--- config.mk ---
export PLATFORM = sky130hd
export DESIGN_NAME = sfifo_wr_arb
export DESIGN_NICKNAME = d
export VERILOG_FILES = /design/src/rtl/sfifo_wr_arb.sv
export SDC_FILE = /design/constraint.sdc
export NUM_CORES = 1
export LEC_CHECK = 0
export CORE_MARGIN = 2
export CORE_UTILIZATION = 30
export DETAILED_ROUTE_END_ITERATION = 6
export GPL_TIMING_DRIVEN = 0
export PLACE_DENSITY = 0.78
export REMOVE_ABC_BUFFERS = 1
export SKIP_CTS_REPAIR_TIMING = 1
export SYNTH_ARGS = -nofsm -noshare
export SYNTH_HDL_FRONTEND = slang
export SYNTH_SLANG_ARGS = --single-unit
export TNS_END_PERCENT = 50
--- constraint.sdc ---
create_clock -name clk -period 1.7 [get_ports clk]
set_input_delay 0.34 -clock clk [delete_from_list [all_inputs] [get_ports clk]]
set_output_delay 0.34 -clock clk [all_outputs]
set_load 0.02 [all_outputs]
--- src/rtl/sfifo_wr_arb.sv ---
// ============================================================================
// sfifo_wr_arb
// ----------------------------------------------------------------------------
// Round-robin write arbiter that lets NUM_REQ requesters share the single
// write port of an sfifo. Each requester offers a valid/ready beat stream.
//
// The arbiter works in two states:
//   IDLE   : picks the next requester.
//   LOCKED : passes beats from the granted requester to the fifo.
//
// In IDLE it chooses the first valid requester at or after the round-robin
// pointer. It then moves to LOCKED on the next edge, so arbitration costs one
// cycle. In LOCKED it forwards beats until the grant is released. Every
// release is followed by one IDLE cycle.
//
// Optional feature (compile-time macro SFIFO_WR_ARB_BURST_LOCK_EN):
//   defined   : a grant lasts until a beat carrying req_last is written, or
//               until MAX_BURST beats have been written.
//   undefined : every written beat releases the grant (one beat per grant);
//               req_last and MAX_BURST have no effect.
//
// Parameters
//   NUM_REQ     number of requesters (2..8)
//   DATA_WIDTH  beat width, equal to the attached sfifo data width
//   MAX_BURST   beats per grant before a forced release (1..255)
//
// Ports
//   clk         clock, rising edge
//   rst         asynchronous active-high reset
//   req_valid   per-requester beat valid
//   req_data    per-requester beat data, requester i at [i*DATA_WIDTH +: DATA_WIDTH]
//   req_last    per-requester last-beat flag, qualified by req_valid
//   req_ready   per-requester beat accepted (valid & ready = transfer)
//   fifo_full   sfifo full flag
//   fifo_wr_cs  sfifo write chip select
//   fifo_wr_en  sfifo write enable
//   fifo_din    sfifo write data
//   grant       registered one-hot grant, zero while idle
//   busy        high while a grant is held (LOCKED)
// ============================================================================
module sfifo_wr_arb #(
    parameter int NUM_REQ    = 4,
    parameter int DATA_WIDTH = 8,
    parameter int MAX_BURST  = 16
) (
    input  logic                          clk,
    input  logic                          rst,
    input  logic [NUM_REQ-1:0]            req_valid,
    input  logic [NUM_REQ*DATA_WIDTH-1:0] req_data,
    input  logic [NUM_REQ-1:0]            req_last,
    output logic [NUM_REQ-1:0]            req_ready,
    input  logic                          fifo_full,
    output logic                          fifo_wr_cs,
    output logic                          fifo_wr_en,
    output logic [DATA_WIDTH-1:0]         fifo_din,
    output logic [NUM_REQ-1:0]            grant,
    output logic                          busy
);

    localparam int IDX_W = (NUM_REQ > 1) ? $clog2(NUM_REQ) : 1;

    typedef enum logic {
        ST_IDLE   = 1'b0,
        ST_LOCKED = 1'b1
    } state_t;

    state_t             state;
    logic [IDX_W-1:0]   gnt_idx;
    logic [IDX_W-1:0]   rr_ptr;
    logic [7:0]         beat_cnt;

    logic [IDX_W-1:0]   arb_idx;
    logic               arb_found;
    logic               locked;
    logic               xfer;
    logic [7:0]         beat_cnt_nxt;
    logic               burst_hit;
    logic               release_now;

    // Index arithmetic modulo NUM_REQ. NUM_REQ need not be a power of two,
    // so the wrap is explicit rather than relying on natural overflow.
    function automatic logic [IDX_W-1:0] wrap_add(input logic [IDX_W-1:0] base,
                                                  input int               offs);
        int s;
        s = int'(base) + offs;
        if (s >= NUM_REQ) begin
            s = s - NUM_REQ;
        end
        return IDX_W'(s);
    endfunction

    // Round-robin search: the first valid requester at or after rr_ptr,
    // scanning upward and wrapping past NUM_REQ-1 back to 0.
    always_comb begin
        arb_found = 1'b0;
        arb_idx   = '0;
        for (int k = 0; k < NUM_REQ; k++) begin
            if (!arb_found && req_valid[wrap_add(rr_ptr, k)]) begin
                arb_found = 1'b1;
                arb_idx   = wrap_add(rr_ptr, k);
            end
        end
    end

    assign locked = (state == ST_LOCKED);

    // A beat moves only while locked, the granted requester is valid, and the
    // fifo has room. fifo_full stalls the burst without touching grant or count.
    assign xfer = locked && req_valid[gnt_idx] && !fifo_full;

    always_comb begin
        req_ready = '0;
        if (xfer) begin
            req_ready[gnt_idx] = 1'b1;
        end
    end

    assign fifo_wr_cs = xfer;
    assign fifo_wr_en = xfer;
    assign fifo_din   = xfer ? req_data[gnt_idx*DATA_WIDTH +: DATA_WIDTH] : '0;
    assign busy       = locked;

    // beat_cnt_nxt is the number of beats written, counting the current one.
    assign beat_cnt_nxt = beat_cnt + 8'd1;
    assign burst_hit    = (beat_cnt_nxt == 8'(MAX_BURST));

`ifdef SFIFO_WR_ARB_BURST_LOCK_EN
    assign release_now = xfer && (req_last[gnt_idx] || burst_hit);
`else
    // Single-beat grants: the burst flags have no effect in this build.
    logic unused_burst_cfg;
    assign unused_burst_cfg = ^{req_last, burst_hit};
    assign release_now      = xfer;
`endif

    // Arbitration FSM. The grant and pointer updates are registered here.
    // A release always lands in IDLE, so a new requester is never chosen in
    // the same cycle that the previous grant is dropped.
    always_ff @(posedge clk or posedge rst) begin
        if (rst) begin
            state    <= ST_IDLE;
            grant    <= '0;
            gnt_idx  <= '0;
            rr_ptr   <= '0;
            beat_cnt <= '0;
        end else begin
            case (state)
                ST_IDLE: begin
                    if (arb_found) begin
                        state    <= ST_LOCKED;
                        gnt_idx  <= arb_idx;
                        grant    <= {{(NUM_REQ-1){1'b0}}, 1'b1} << arb_idx;
                        beat_cnt <= '0;
                    end
                end
                ST_LOCKED: begin
                    if (release_now) begin
                        state    <= ST_IDLE;
                        grant    <= '0;
                        rr_ptr   <= wrap_add(gnt_idx, 1);
                        beat_cnt <= beat_cnt_nxt;
                    end else if (xfer) begin
                        beat_cnt <= beat_cnt_nxt;
                    end
                end
                default: begin
                    state <= ST_IDLE;
                    grant <= '0;
                end
            endcase
        end
    end

endmodule

Word level (Yosys, flattened, before mapping)
Index checks and enable logic that the tools add are counted.
W data, S select, Z words.
- register bits: 9
- logic and storage cells: 75
- bitwise logic cells: 1
- muxes and demuxes: 33
- $lt $le $gt $ge: 11
- add/subtract/negate cells: 9
- equal/unequal tests: 2
- reductions and logical operators: 13
- shifts and indexed selects: 2
- operators with widths (kind ; count):
    $shiftx A32 B6 Y8 ; 1
    $mux W2 ; 9
    $lt A2 B3 Y1 const B ; 5
    $ge A3 B3 Y1 const B ; 4
    $mux W1 ; 12
    $mux W4 ; 3
    $bmux W1 S2 ; 5
    $sub A2 B1 Y2 const B ; 5
    $mux W8 ; 1
    $pmux W4 S2 ; 1
    $add A2 B1 Y3 const B ; 2
    $add A2 B2 Y3 const B ; 2
    $logic_and A1 B1 Y1 ; 6
    $reduce_and A2 Y1 ; 3
    $logic_not A1 Y1 ; 4
    $shl A1 B2 Y4 const A ; 1
    $ge A2 B3 Y1 const B ; 1
    $demux W1 S2 ; 1
    $ge A2 B1 Y1 const B ; 1
    $ne A2 B1 Y1 const B ; 1
    $ne A2 B2 Y1 const B ; 1
    $pmux W1 S2 ; 1
    $not A1 Y1 ; 1

Logic depth before layout (Yosys ltp)
- word-level depth: 17
- mapped depth: 5
- gate-level depth less buffers: 4

Worst setup path before layout
Ideal clock, no wire load.
- path type: reg-to-output
- start point: register gnt_idx[0]
- end point: output fifo_din[1]
- stages on the path, launching flop included: 6
- required time: 1.360 ns
- setup slack: -0.144 ns
- buffers on the path: 1
- arrival: 1.504 ns
- cells stage by stage: dfrtp_1 -> nor2b_1 -> a211oi_2 -> a2111oi_4 -> buf_4 -> and2_1
- word-level cells in the longest chain between the ends: 5
- elaborated cells on any way between the ends: 6
- ends and longest elaborated chain (item ; RTL line ; RTL):
    start: declaration ; 68 ; logic [IDX_W-1:0] gnt_idx;
    start signal: assignment ; 151 ; gnt_idx <= arb_idx;
    $bmux W1 S2 ; 109 ; assign xfer = locked && req_valid[gnt_idx] && !fifo_full;
    $mux W1 (not written as such) ; 109 ;
    $logic_and A1 B1 Y1 (2 in series) ; 109 ;
    net fifo_wr_cs ; 53 ; output logic fifo_wr_cs,
    $mux W8 ; 120 ; assign fifo_din = xfer ? req_data[gnt_idx*DATA_WIDTH +: DATA_WIDTH] : '0;
    end: declaration ; 55 ; output logic [DATA_WIDTH-1:0] fifo_din,
The timed path passes the listed nets, and every way through them passes these cells. The select of a mux whose other input is x is not followed.

Worst setup path after layout
- start point: register gnt_idx[0]
- end point: output fifo_din[2]
- word-level cells in the longest chain between the ends: 5
- elaborated cells on any way between the ends: 6
- ends and longest elaborated chain (item ; RTL line):
    parallel branches: the longest is 4 deep, another holds $shiftx A32 B6 Y8 ; -
    $mux W8 (*) ; 120
Every way passes the cells marked *. The select of a mux whose other input is x is not followed.

==> summary.md <==
| Metric | Value |
|---|---|
| Multi-input gate area | `609 um^2` |
| Worst setup EP type | `primary output` |
| First-pass GRT wire length | `4040 um` |
| Post-detailed-placement half-perimeter wirelength | `2010 um` |
| Number of synthesized register bits | `9` |
| Type of the setup path with the least slack | `flip-flop to primary output` |
| Multiplexer share of the synthesized area | `25.3%` |
| CTS tree | `done` |
| # DRC | `0` |
| Count of nets after finishing | `197` |
| Vias per cell | `5.10` |
| Clock skew after layout | `0.00204 ns` |
| Clock sink count | `9` |
| Slowest cell on the critical path | `sky130_fd_sc_hd__dfrtp_4` |
| Synthesized-area fraction occupied by xor and xnor cells | `0%` |
| Crit path launch type | `flip-flop` |
| Final count of hold timing violations | `0` |
| First-iteration detailed-routing DRC count | `32` |
| Leakage power figure | `0.000729 uW` |
| Cts bufs inserted | `3` |
| Dominant combinational cell family by area after synthesis | `multiplexers` |
| Internal | `1310 uW` |
| Data arrival at the endpoint of the critical path | `1.93 ns` |
| CP Cell Sequence | `mux2i_2 -> a2111oi_4 -> buf_4 -> and2_1 -> clkbuf_2` |
| Cells after Synth | `78` |
| Failing checks | `negative setup slack` |
| Total of warnings raised by yosys | `0` |
| Worst IR drop on VDD | `956 uV` |
| Yosys cell types | `26` |
| H-tree depth | `1` |
| Mean instance size in the synthesized netlist | `10.7 um^2` |
| Sequential cell area | `233 um^2` |
| Input/output buffers | `57` |
| Unrepaired setup endpoints after global routing | `true` |
| Number of fill cells | `235` |
| Aggregate global-route resource usage | `16.4%` |
| Fraction of the yosys area taken by sequential cells | `27.0%` |
| Die width | `56.7 um` |
| Initial core utilization | `30.8%` |
| Final cycle utilization of the critical path | `134%` |
| Count of boundary I/O pins | `62` |
| Slew at the pin closest to its max-slew limit | `0.501 ns` |
| Area fraction in compound gates after synthesis | `17.7%` |
| Post-DR wirelength/cell | `15.9 um` |
| Final setup viols | `17` |
| Top achievable clock speed | `0.440 GHz` |
| Num rows | `19` |
| Logic gate share of total power | `70.7%` |
| DR vias | `918` |
| Floorplan core area | `0.00271 mm^2` |
| Power share of the clock group | `7.7%` |
| Full die area | `0.00322 mm^2` |
| Clock slew at the register clock pins of the worst setup and hold paths | `0.07 ns` |
| Worst Path Required | `1.36 ns` |
| Net Sw Frac | `41.0%` |
| Adder and majority cell fraction of the synthesized area | `6.00%` |
| Worst max-slew margin expressed relative to the limit | `66.5%` |
| Pre-Repair DR Iteration Count | `4` |
| # Max-Cap Violations | `0` |
| Synthesized area | `835 um^2` |
| Status | `finished, violations left` |
| Period minus WS final | `2.27 ns` |
| Combined buffer and inverter count along the critical path | `2` |
| Via count of the first global-routing pass | `841` |
| Final number of max-transition violations | `0` |
| Number of antenna violations at the first check in global routing | `0` |
| Total power divided by cell area | `1360 mW/mm^2` |
| Post-synthesis share of cell area spent on and, or, nand and nor gates | `16.6%` |
| Total Wirelength | `2870 um` |
| Die extent in y | `56.7 um` |
| Pin count of the biggest net entering global routing | `22` |
| Fraction of layout instances using a drive strength above 1 | `38.9%` |
| Post-Route Hold Slack | `0.328 ns` |
| Largest stage delay, worst path | `0.53 ns` |
| GRT Residual Overflow | `0` |
| Area overhead of the layout relative to synthesis | `94.9%` |
| Pre-CTS WS | `-1.65 ns` |
| Clock Path Buffers | `2` |
| Clock latency of the later-clocked register in the worst-skew pair | `0.27 ns` |
| Antenna Cells | `0` |
| Worst min-delay path class | `input pin to async pin` |
| Critical path fanouts, max | `6` |
| Global placer's final weighted congestion | `0.800` |
| Cell at the root of the clock tree | `sky130_fd_sc_hd__clkbuf_4` |
| Post-detailed-route count of antenna-violating nets | `0` |
| Final setup slack of the worst path | `-0.574 ns` |
| Worst path top cell family by delay | `flip-flops` |
| Sequential share of power | `21.6%` |
| Net load switching power | `906 uW` |
per-stage QoR:
stage / std cells / cell area [um^2] / util, % / setup TNS, ns / power (uW)
after floorplan: 72 / 796 / - / -17.60 / 1170
after global placement: 160 / 1410 / 51.8 / -27.45 / 1620
after detailed placement: 160 / 1410 / 51.8 / -28.67 / 1660
after CTS: 164 / 1430 / 52.9 / -31.47 / 1840
after global routing: 180 / 1630 / 60.0 / -8.61 / 2360
final: 180 / 1630 / 60.0 / -7.56 / 2210
area by class of cell:
class | count | share of cell area (%)
multi-input cells | 58 | 37.5
repair buffers | 72 | 42.8
clock buffers | 3 | 1.38
flip-flops and latches | 9 | 14.3
well taps | 31 | 2.38
inverters | 6 | 1.38
clock inverters | 1 | 0.308
power groups by stage:
| stage | logic, uW | registers [uW] | clock network, uW |
|---|---|---|---|
| 2_1_floorplan | 651 | 514 | 0 |
| 3_3_place_gp | 1120 | 497 | 0 |
| 3_5_place_dp | 1150 | 507 | 0 |
| 4_1_cts | 1160 | 506 | 174 |
| 5_1_grt | 1680 | 499 | 186 |
| 6_report | 1560 | 478 | 171 |
cells in the final DEF (no fill, tap or decap), types with 3 or more instances in the layout:
master and count:
sky130_fd_sc_hd__buf_6 12, sky130_fd_sc_hd__clkbuf_2 3, sky130_fd_sc_hd__inv_1 6, sky130_fd_sc_hd__and2_1 3, sky130_fd_sc_hd__nand2_1 6, sky130_fd_sc_hd__a21oi_1 4, sky130_fd_sc_hd__and2_4 9, sky130_fd_sc_hd__ha_1 4
sky130_fd_sc_hd__buf_4 14, sky130_fd_sc_hd__o32ai_1 5, sky130_fd_sc_hd__dfrtp_1 7, sky130_fd_sc_hd__dlymetal6s2s_1 4, sky130_fd_sc_hd__clkdlybuf4s50_1 39, sky130_fd_sc_hd__clkbuf_4 3, sky130_fd_sc_hd__mux4_2 8
synthesized netlist by cell type:
cell type                   number  area (um^2)
sky130_fd_sc_hd__mux2i_1         2         20.0
sky130_fd_sc_hd__clkbuf_1        2         7.51
sky130_fd_sc_hd__buf_2           1         5.00
sky130_fd_sc_hd__a21o_1          1         7.51
sky130_fd_sc_hd__dfrtp_1         9          225
sky130_fd_sc_hd__mux4_2          8          180
sky130_fd_sc_hd__buf_6           1         11.3
sky130_fd_sc_hd__or2_2           1         6.26
sky130_fd_sc_hd__inv_1           6         22.5
sky130_fd_sc_hd__nor4_1          1         6.26
sky130_fd_sc_hd__a2111oi_4       1         27.5
sky130_fd_sc_hd__ha_1            4         50.1
sky130_fd_sc_hd__nand2b_1        2         12.5
sky130_fd_sc_hd__mux2_1          1         11.3
sky130_fd_sc_hd__nand2_1         6         22.5
sky130_fd_sc_hd__a211oi_2        1         12.5
sky130_fd_sc_hd__a211oi_1        1         7.51
sky130_fd_sc_hd__and2_1         12         75.1
sky130_fd_sc_hd__a21oi_1         4         20.0
sky130_fd_sc_hd__a211o_1         1         8.76
sky130_fd_sc_hd__o32ai_1         5         43.8
sky130_fd_sc_hd__nor2_1          1         3.75
sky130_fd_sc_hd__nor2b_1         2         12.5
sky130_fd_sc_hd__buf_4           2         15.0
sky130_fd_sc_hd__o21ai_0         2         10.0
sky130_fd_sc_hd__o32a_1          1         10.0
per-layer routing:
metal  up-vias  GRT usage (%)  part of all wire [%]
li1        433              -                     -
met1       416           19.0                    36
met2        64           30.6                    51
met3         5           2.53                    10
met4         0           5.32                   1.7
met5         -              0                     0
worst register-to-register path, stage by stage (launching register included):
cell,delay [ns]
sky130_fd_sc_hd__dfrtp_4,0.53
sky130_fd_sc_hd__mux2i_2,0.21
sky130_fd_sc_hd__a2111oi_4,0.44
sky130_fd_sc_hd__buf_4,0.21
sky130_fd_sc_hd__buf_4,0.12
sky130_fd_sc_hd__mux2_1,0.30
cells by family (layout without fill, tap and decap cells):
family                   count (synthesis)  after routing
AO/OA/AOI/OAI                           17             18
buffers and inverters                   12             82
multiplexers                            11             11
AND/OR/NAND/NOR                         25             25
flip-flops                               9              9
adder cells (fa/ha/maj)                  4              4
state kept, by name, summed over array words and instances, names as in the netlist:
| signal | flops |
|---|---|
| busy | 1 |
| gnt_idx | 2 |
| grant | 4 |
| rr_ptr | 2 |
final timing paths:
path                                              from                     end  slack [ns]  cells past startpoint
worst max-delay path            gnt_idx[0]$_DFFE_PP0P_             fifo_din[2]       -0.57                      5
worst min-delay path                               rst          busy$_DFF_PP0_        0.33                      2
worst max register to register  gnt_idx[0]$_DFFE_PP0P_   rr_ptr[1]$_DFFE_PP0P_       -0.23                      5
worst min register to register    grant[2]$_DFFE_PP0P_    grant[2]$_DFFE_PP0P_        0.56                      2
max in group asynchronous                          rst  gnt_idx[1]$_DFFE_PP0P_        1.08                      2
min in group clk                          req_valid[2]          busy$_DFF_PP0_        0.51                      3
Note: power is estimated with default switching activity, not from simulation.
==> variant 1: new RTL, config.mk and constraints unchanged <==
`DATA_WIDTH`: 8 -> 7.
--- a/src/rtl/sfifo_wr_arb.sv
+++ b/src/rtl/sfifo_wr_arb.sv
@@ -41,5 +41,5 @@
 module sfifo_wr_arb #(
     parameter int NUM_REQ    = 4,
-    parameter int DATA_WIDTH = 8,
+    parameter int DATA_WIDTH = 7,
     parameter int MAX_BURST  = 16
 ) (
Ports: changed (resized fifo_din and req_data); port bits go from 62 to 57. No check against the original RTL was run, so the function may have changed too.
==> variant 1 against the original RTL <==
  * The flow still finishes with violations (negative setup slack)
  * Total power down 17%
  * Area after synthesis is 1.0% higher
  * Routed wire length decreased by 14%
  * Global-route usage shrank 2.8 points
  * Sequential cell count stayed put
  * Setup slack gained 60 ps
  * Cell area decreased by 13%
  * Synthesized cell count shrank 3.8%
  * Largest cell class is now multi-input combinational cells
==> variant 1: results (changes against the original RTL) <==
| Metric | Value |
|---|---|
| Total vias in the final route | `823 (was 918)` |
| Final worst slack | `-514 ps (was -574 ps)` |
| Critical-path top delay cell | `clkdlybuf4s50_1 (was dfrtp_4)` |
| Worst R2R End | `rr_ptr[1]$_DFFE_PP0P_ (unchanged)` |
| Layout cells sized above 1 | `0.300 (was 0.389)` |
| Outcome | `complete, but fails checks (unchanged)` |
| First DRT Iteration DRCs | `17 (was 32)` |
| Relative slew slack | `0.715 (was 0.665)` |
| Vias in the first global route | `793 (was 841)` |
| Crit path DAT | `1870 ps (was 1930 ps)` |
| Dpl cell area | `0.00137 mm2 (was 0.00141 mm2)` |
| Global-route wire length before repair | `3.51 mm (was 4.04 mm)` |
| Final setup viols | `14 (was 17)` |
| Yosys cell types | `25 (was 26)` |
| Crit-path max FO | `10 (was 6)` |
| GRT Overall Usage | `0.136 (was 0.164)` |
| GP Congestion | `0.816 (was 0.800)` |
| Max Clock Skew | `2.98 ps (was 2.04 ps)` |
| Register area share after synthesis | `0.267 (was 0.270)` |
| R2r worst-path depth | `4 (was 5)` |
| Port bufs | `52 (was 57)` |
| Final wirelength | `2.45 mm (was 2.87 mm)` |
| Largest net degree at the start of global routing | `21 (was 22)` |
| # fillers | `247 (was 235)` |
| Top FF cell, synth | `dfrtp_1 (unchanged)` |
| DP Wirelength | `1.79 mm (was 2.01 mm)` |
| Failing checks | `negative setup slack (unchanged)` |
| Pleak | `0.626 nW (was 0.729 nW)` |
| Hold WS | `346 ps (was 328 ps)` |
| Flop-to-flop setup slack | `-80 ps (was -230 ps)` |
| Layout Nets | `174 (was 197)` |
| Post-synth top cells | `11 x and2_2, 9 x dfrtp_1, 7 x mux4_1 (was 12 x and2_1, 9 x dfrtp_1, 8 x mux4_2)` |
| Delay-heaviest family, CP | `buffers and inverters (was flip-flops)` |
| Max rail drop VDD | `0.000639 V (was 0.000956 V)` |
[variant 1: changes by cell type after synthesis, moves of 7 or more]
cell | unedited run | this run
mux4_2 | 8 | 0
mux4_1 | 0 | 7
and2_2 | 0 | 11
and2_1 | 12 | 1
[variant 1: area by class of cell]
class,count,share of cell area
repair buffers,55,0.348
clock buffers,3,0.0160
inverters,6,0.0160
clock inverters,1,0.00355
well taps,31,0.0275
multi-input cells,56,0.426
flip-flops and latches,9,0.163
[variant 1: metal layers]
metal,global-route usage,part of all wire,vias to the layer above
li1,-,-,399
met1,0.159,0.43,368
met2,0.228,0.44,50
met3,0.0544,0.11,6
met4,0.0465,0.020,0
met5,0,0,-
[variant 1: stage by stage]
stage | instances | setup TNS, ps | power (mW) | util | worst slack [ps]
finish | 161 | -6120 | 1.84 | 0.521 | -514
global route | 161 | -7190 | 1.97 | 0.521 | -575
CTS | 157 | -27670 | 1.79 | 0.514 | -1830
detailed placement | 153 | -25570 | 1.62 | 0.504 | -1620
global placement | 153 | -25210 | 1.59 | 0.504 | -1580
floorplan | 70 | -14310 | 1.14 | - | -892
[variant 1: worst max path at each step]
stage | startpoint | to | slack [ps] | cells past startpoint
after CTS | gnt_idx[0]$_DFFE_PP0P_ | fifo_din[6] | -1830 | 5
after floorplan | gnt_idx[0]$_DFFE_PP0P_ | fifo_din[0] | -890 | 4
after global placement | req_valid[1] | fifo_din[2] | -1580 | 6
after global routing | req_valid[2] | req_ready[0] | -570 | 6
final | req_valid[2] | fifo_din[6] | -510 | 6
after detailed placement | req_valid[1] | fifo_din[6] | -1620 | 6
[variant 1: logic make-up after synthesis]
group,after synthesis,share of synthesized area
AND/OR/NAND/NOR,24,0.174
AO/OA/AOI/OAI,17,0.169
buffers and inverters,11,0.0712
multiplexers,10,0.260
flip-flops,9,0.267
adder cells (fa/ha/maj),4,0.0593
[variant 1: where the power goes]
| part | total, mW | switching (mW) | leakage (nW) | internal, mW |
|---|---|---|---|---|
| Clock | 0.167 | 0.0804 | 0.0177 | 0.0870 |
| Sequential | 0.471 | 0.149 | 0.109 | 0.322 |
| Combinational | 1.21 | 0.588 | 0.499 | 0.618 |
==> variant 2: new RTL, config.mk and constraints unchanged <==
Made on the original files. Reset style: synchronous (`rst`), changed in one clocked block. Comments in the files are not updated.
--- a/src/rtl/sfifo_wr_arb.sv
+++ b/src/rtl/sfifo_wr_arb.sv
@@ -137,5 +137,5 @@
     // A release always lands in IDLE, so a new requester is never chosen in
     // the same cycle that the previous grant is dropped.
-    always_ff @(posedge clk or posedge rst) begin
+    always_ff @(posedge clk) begin
         if (rst) begin
             state    <= ST_IDLE;
Check against the original RTL: differs if rst is asserted again (counterexample within 4 cycles, from zero or initial values and one cycle with rst high); with rst held inactive, the same outputs for 4 cycles.
==> variant 2 against the original RTL <==
  * The flow still finishes with violations (negative setup slack)
  * Setup slack better by 230 ps
  * Synthesized cell count up 5.1%
  * Cell area decreased by 10%
  * Area after synthesis is 2.2% lower
  * Fmax up 11%
  * Routed wire length shrank 11%
  * First-iteration DRC count fell by 44%
  * Sequential cell count unchanged
Power is not compared: it rests on default switching activity, and its combinational part moved more than twofold at a synthesized area within 25%.
==> variant 2: results (changes against the original RTL) <==
| Metric | Value |
|---|---|
| Largest net degree at the start of global routing | `18 (was 22)` |
| GRT Overall Usage | `0.154 (was 0.164)` |
| First DRT Iteration DRCs | `18 (was 32)` |
| Root Driver | `clkbuf_4 (unchanged)` |
| Ys async rst share | `0 (was 1.00)` |
| CTS Buf Count | `3 (unchanged)` |
| Final worst slack | `-346 ps (was -574 ps)` |
| Delay-heaviest family, CP | `multiplexers (was flip-flops)` |
| Outcome | `complete, but fails checks (unchanged)` |
| Max rail drop VDD | `0.000350 V` |
| Antenna cells | `0 (unchanged)` |
| Largest registers | `grant x4, gnt_idx x2, rr_ptr x2 (unchanged)` |
| Post-Place Cells | `163 (was 160)` |
| # fillers | `239 (was 235)` |
| Top Layer Used | `met4 (unchanged)` |
| DP Wirelength | `1.89 mm (was 2.01 mm)` |
| Worst-Skew Late Latency | `270 ps (about the same)` |
| Global-route wire length before repair | `3.89 mm (was 4.04 mm)` |
| Yosys cell types | `31 (was 26)` |
| Vias in the first global route | `872 (was 841)` |
| Layout Nets | `194 (was 197)` |
| Max Clock Skew | `2.97 ps (was 2.04 ps)` |
| Dominant cells by area after synthesis | `mux4_2 25%, dfxtp_1 22%, and2_1 8.4%, ha_1 6.1%, nand2b_1 3.8% (was dfrtp_1 27%, mux4_2 22%, and2_1 9.0%, ha_1 6.0%, o32ai_1 5.2%)` |
| M1 wire length | `1.04 mm (was 1.05 mm)` |
| Worst path max stage delay | `530 ps (about the same)` |
| Top FF cell, synth | `dfxtp_1 (was dfrtp_1)` |
| Fin area | `0.00146 mm2 (was 0.00163 mm2)` |
| GP Congestion | `0.881 (was 0.800)` |
| Crit-path max FO | `17 (was 6)` |
| Worst slew pin tran | `398 ps (was 501 ps)` |
| Syn. warnings | `0 (unchanged)` |
| Initial antenna violation count | `0 (unchanged)` |
| DR WL met2 | `1.21 mm (was 1.47 mm)` |
| Clock-pin slew on the worst setup and hold paths | `60 ps` |
| Drt first pass iters | `4 (unchanged)` |
| Crit path DAT | `1710 ps (was 1930 ps)` |
| Layout cells sized above 1 | `0.274 (was 0.389)` |
| H-tree Lvls | `1 (unchanged)` |
| Bufs on Longest Clock Path | `2 (unchanged)` |
| Pleak | `0.669 nW` |
| Post-synth top cells | `11 x and2_1, 9 x dfxtp_1, 9 x mux4_2 (was 12 x and2_1, 9 x dfrtp_1, 8 x mux4_2)` |
| Final wirelength | `2.54 mm (was 2.87 mm)` |
| Failing checks | `negative setup slack (unchanged)` |
| Met3 wire len | `275 um (was 298 um)` |
| Final setup viols | `14 (was 17)` |
| Register area share after synthesis | `0.221 (was 0.270)` |
| Port bufs | `57 (unchanged)` |
| Dpl cell area | `0.00139 mm2 (was 0.00141 mm2)` |
| Hold Crit Class | `register to register (was primary input to async pin)` |
| Syn Inst Count | `82 (was 78)` |
| Critical-path top delay cell | `mux4_2 (was dfrtp_4)` |
| Total vias in the final route | `938 (was 918)` |
| Non-Filler Instances | `176 (was 180)` |
variant 2: changes by cell type after synthesis, sizes merged, moves of 3 or more:
cell	before	now
nand4	0	4
dfrtp	9	0
dfxtp	0	9
nand2b	2	5
o32ai	5	0
variant 2: through the flow:
stage | worst slack, ps | hold slack [ps] | util | setup TNS [ps]
global placement | -1070 | 465 | 0.550 | -16350
CTS | -1360 | 480 | 0.561 | -20420
finish | -346 | 497 | 0.579 | -4530
detailed placement | -1050 | 465 | 0.550 | -16100
global route | -420 | 516 | 0.579 | -5540
floorplan | -427 | 405 | - | -5570
variant 2: kinds of logic after synthesis:
family,count (synthesis),share of synthesized area
buffers and inverters,10,0.0659
flip-flops,9,0.221
AND/OR/NAND/NOR,36,0.271
adder cells (fa/ha/maj),4,0.0614
multiplexers,9,0.248
AO/OA/AOI/OAI,14,0.132
variant 2: worst paths after layout:
| path | startpoint | endpoint | slack [ps] | depth (start not counted) |
|---|---|---|---|---|
| max | gnt_idx[0]$_SDFFE_PP0P_ | req_ready[3] | -350 | 5 |
| min | grant[0]$_SDFFE_PP0P_ | grant[0]$_SDFFE_PP0P_ | 500 | 2 |
| max reg2reg | gnt_idx[0]$_SDFFE_PP0P_ | grant[0]$_SDFFE_PP0P_ | 110 | 6 |
| min reg2reg | grant[0]$_SDFFE_PP0P_ | grant[0]$_SDFFE_PP0P_ | 500 | 2 |
variant 2: cell type report:
cell class	instances	area, um2	share of cell area
clock buffers	4	26.3	0.0180
inverters	4	22.5	0.0154
multi-input cells	63	582	0.398
flip-flops and latches	9	185	0.127
well taps	30	37.5	0.0257
repair buffers	66	608	0.416
variant 2: tightest hold or removal path, stage by stage, from the launching register on:
cell,delay (ps)
dfxtp_1,310
nand4_1,70
o41ai_1,70
variant 2: per-layer routing:
layer	global-route usage	vias up
li1	-	437
met1	0.179	444
met2	0.259	54
met3	0.0605	3
met4	0.0510	0
met5	0	-
variant 2: power by group:
group / internal, mW / leakage (nW) / switching (mW)
sequential: 0.225 / 0.0748 / 0.0193
combinational: 0.183 / 0.580 / 0.114
clock: 0.0908 / 0.0150 / 0.0804
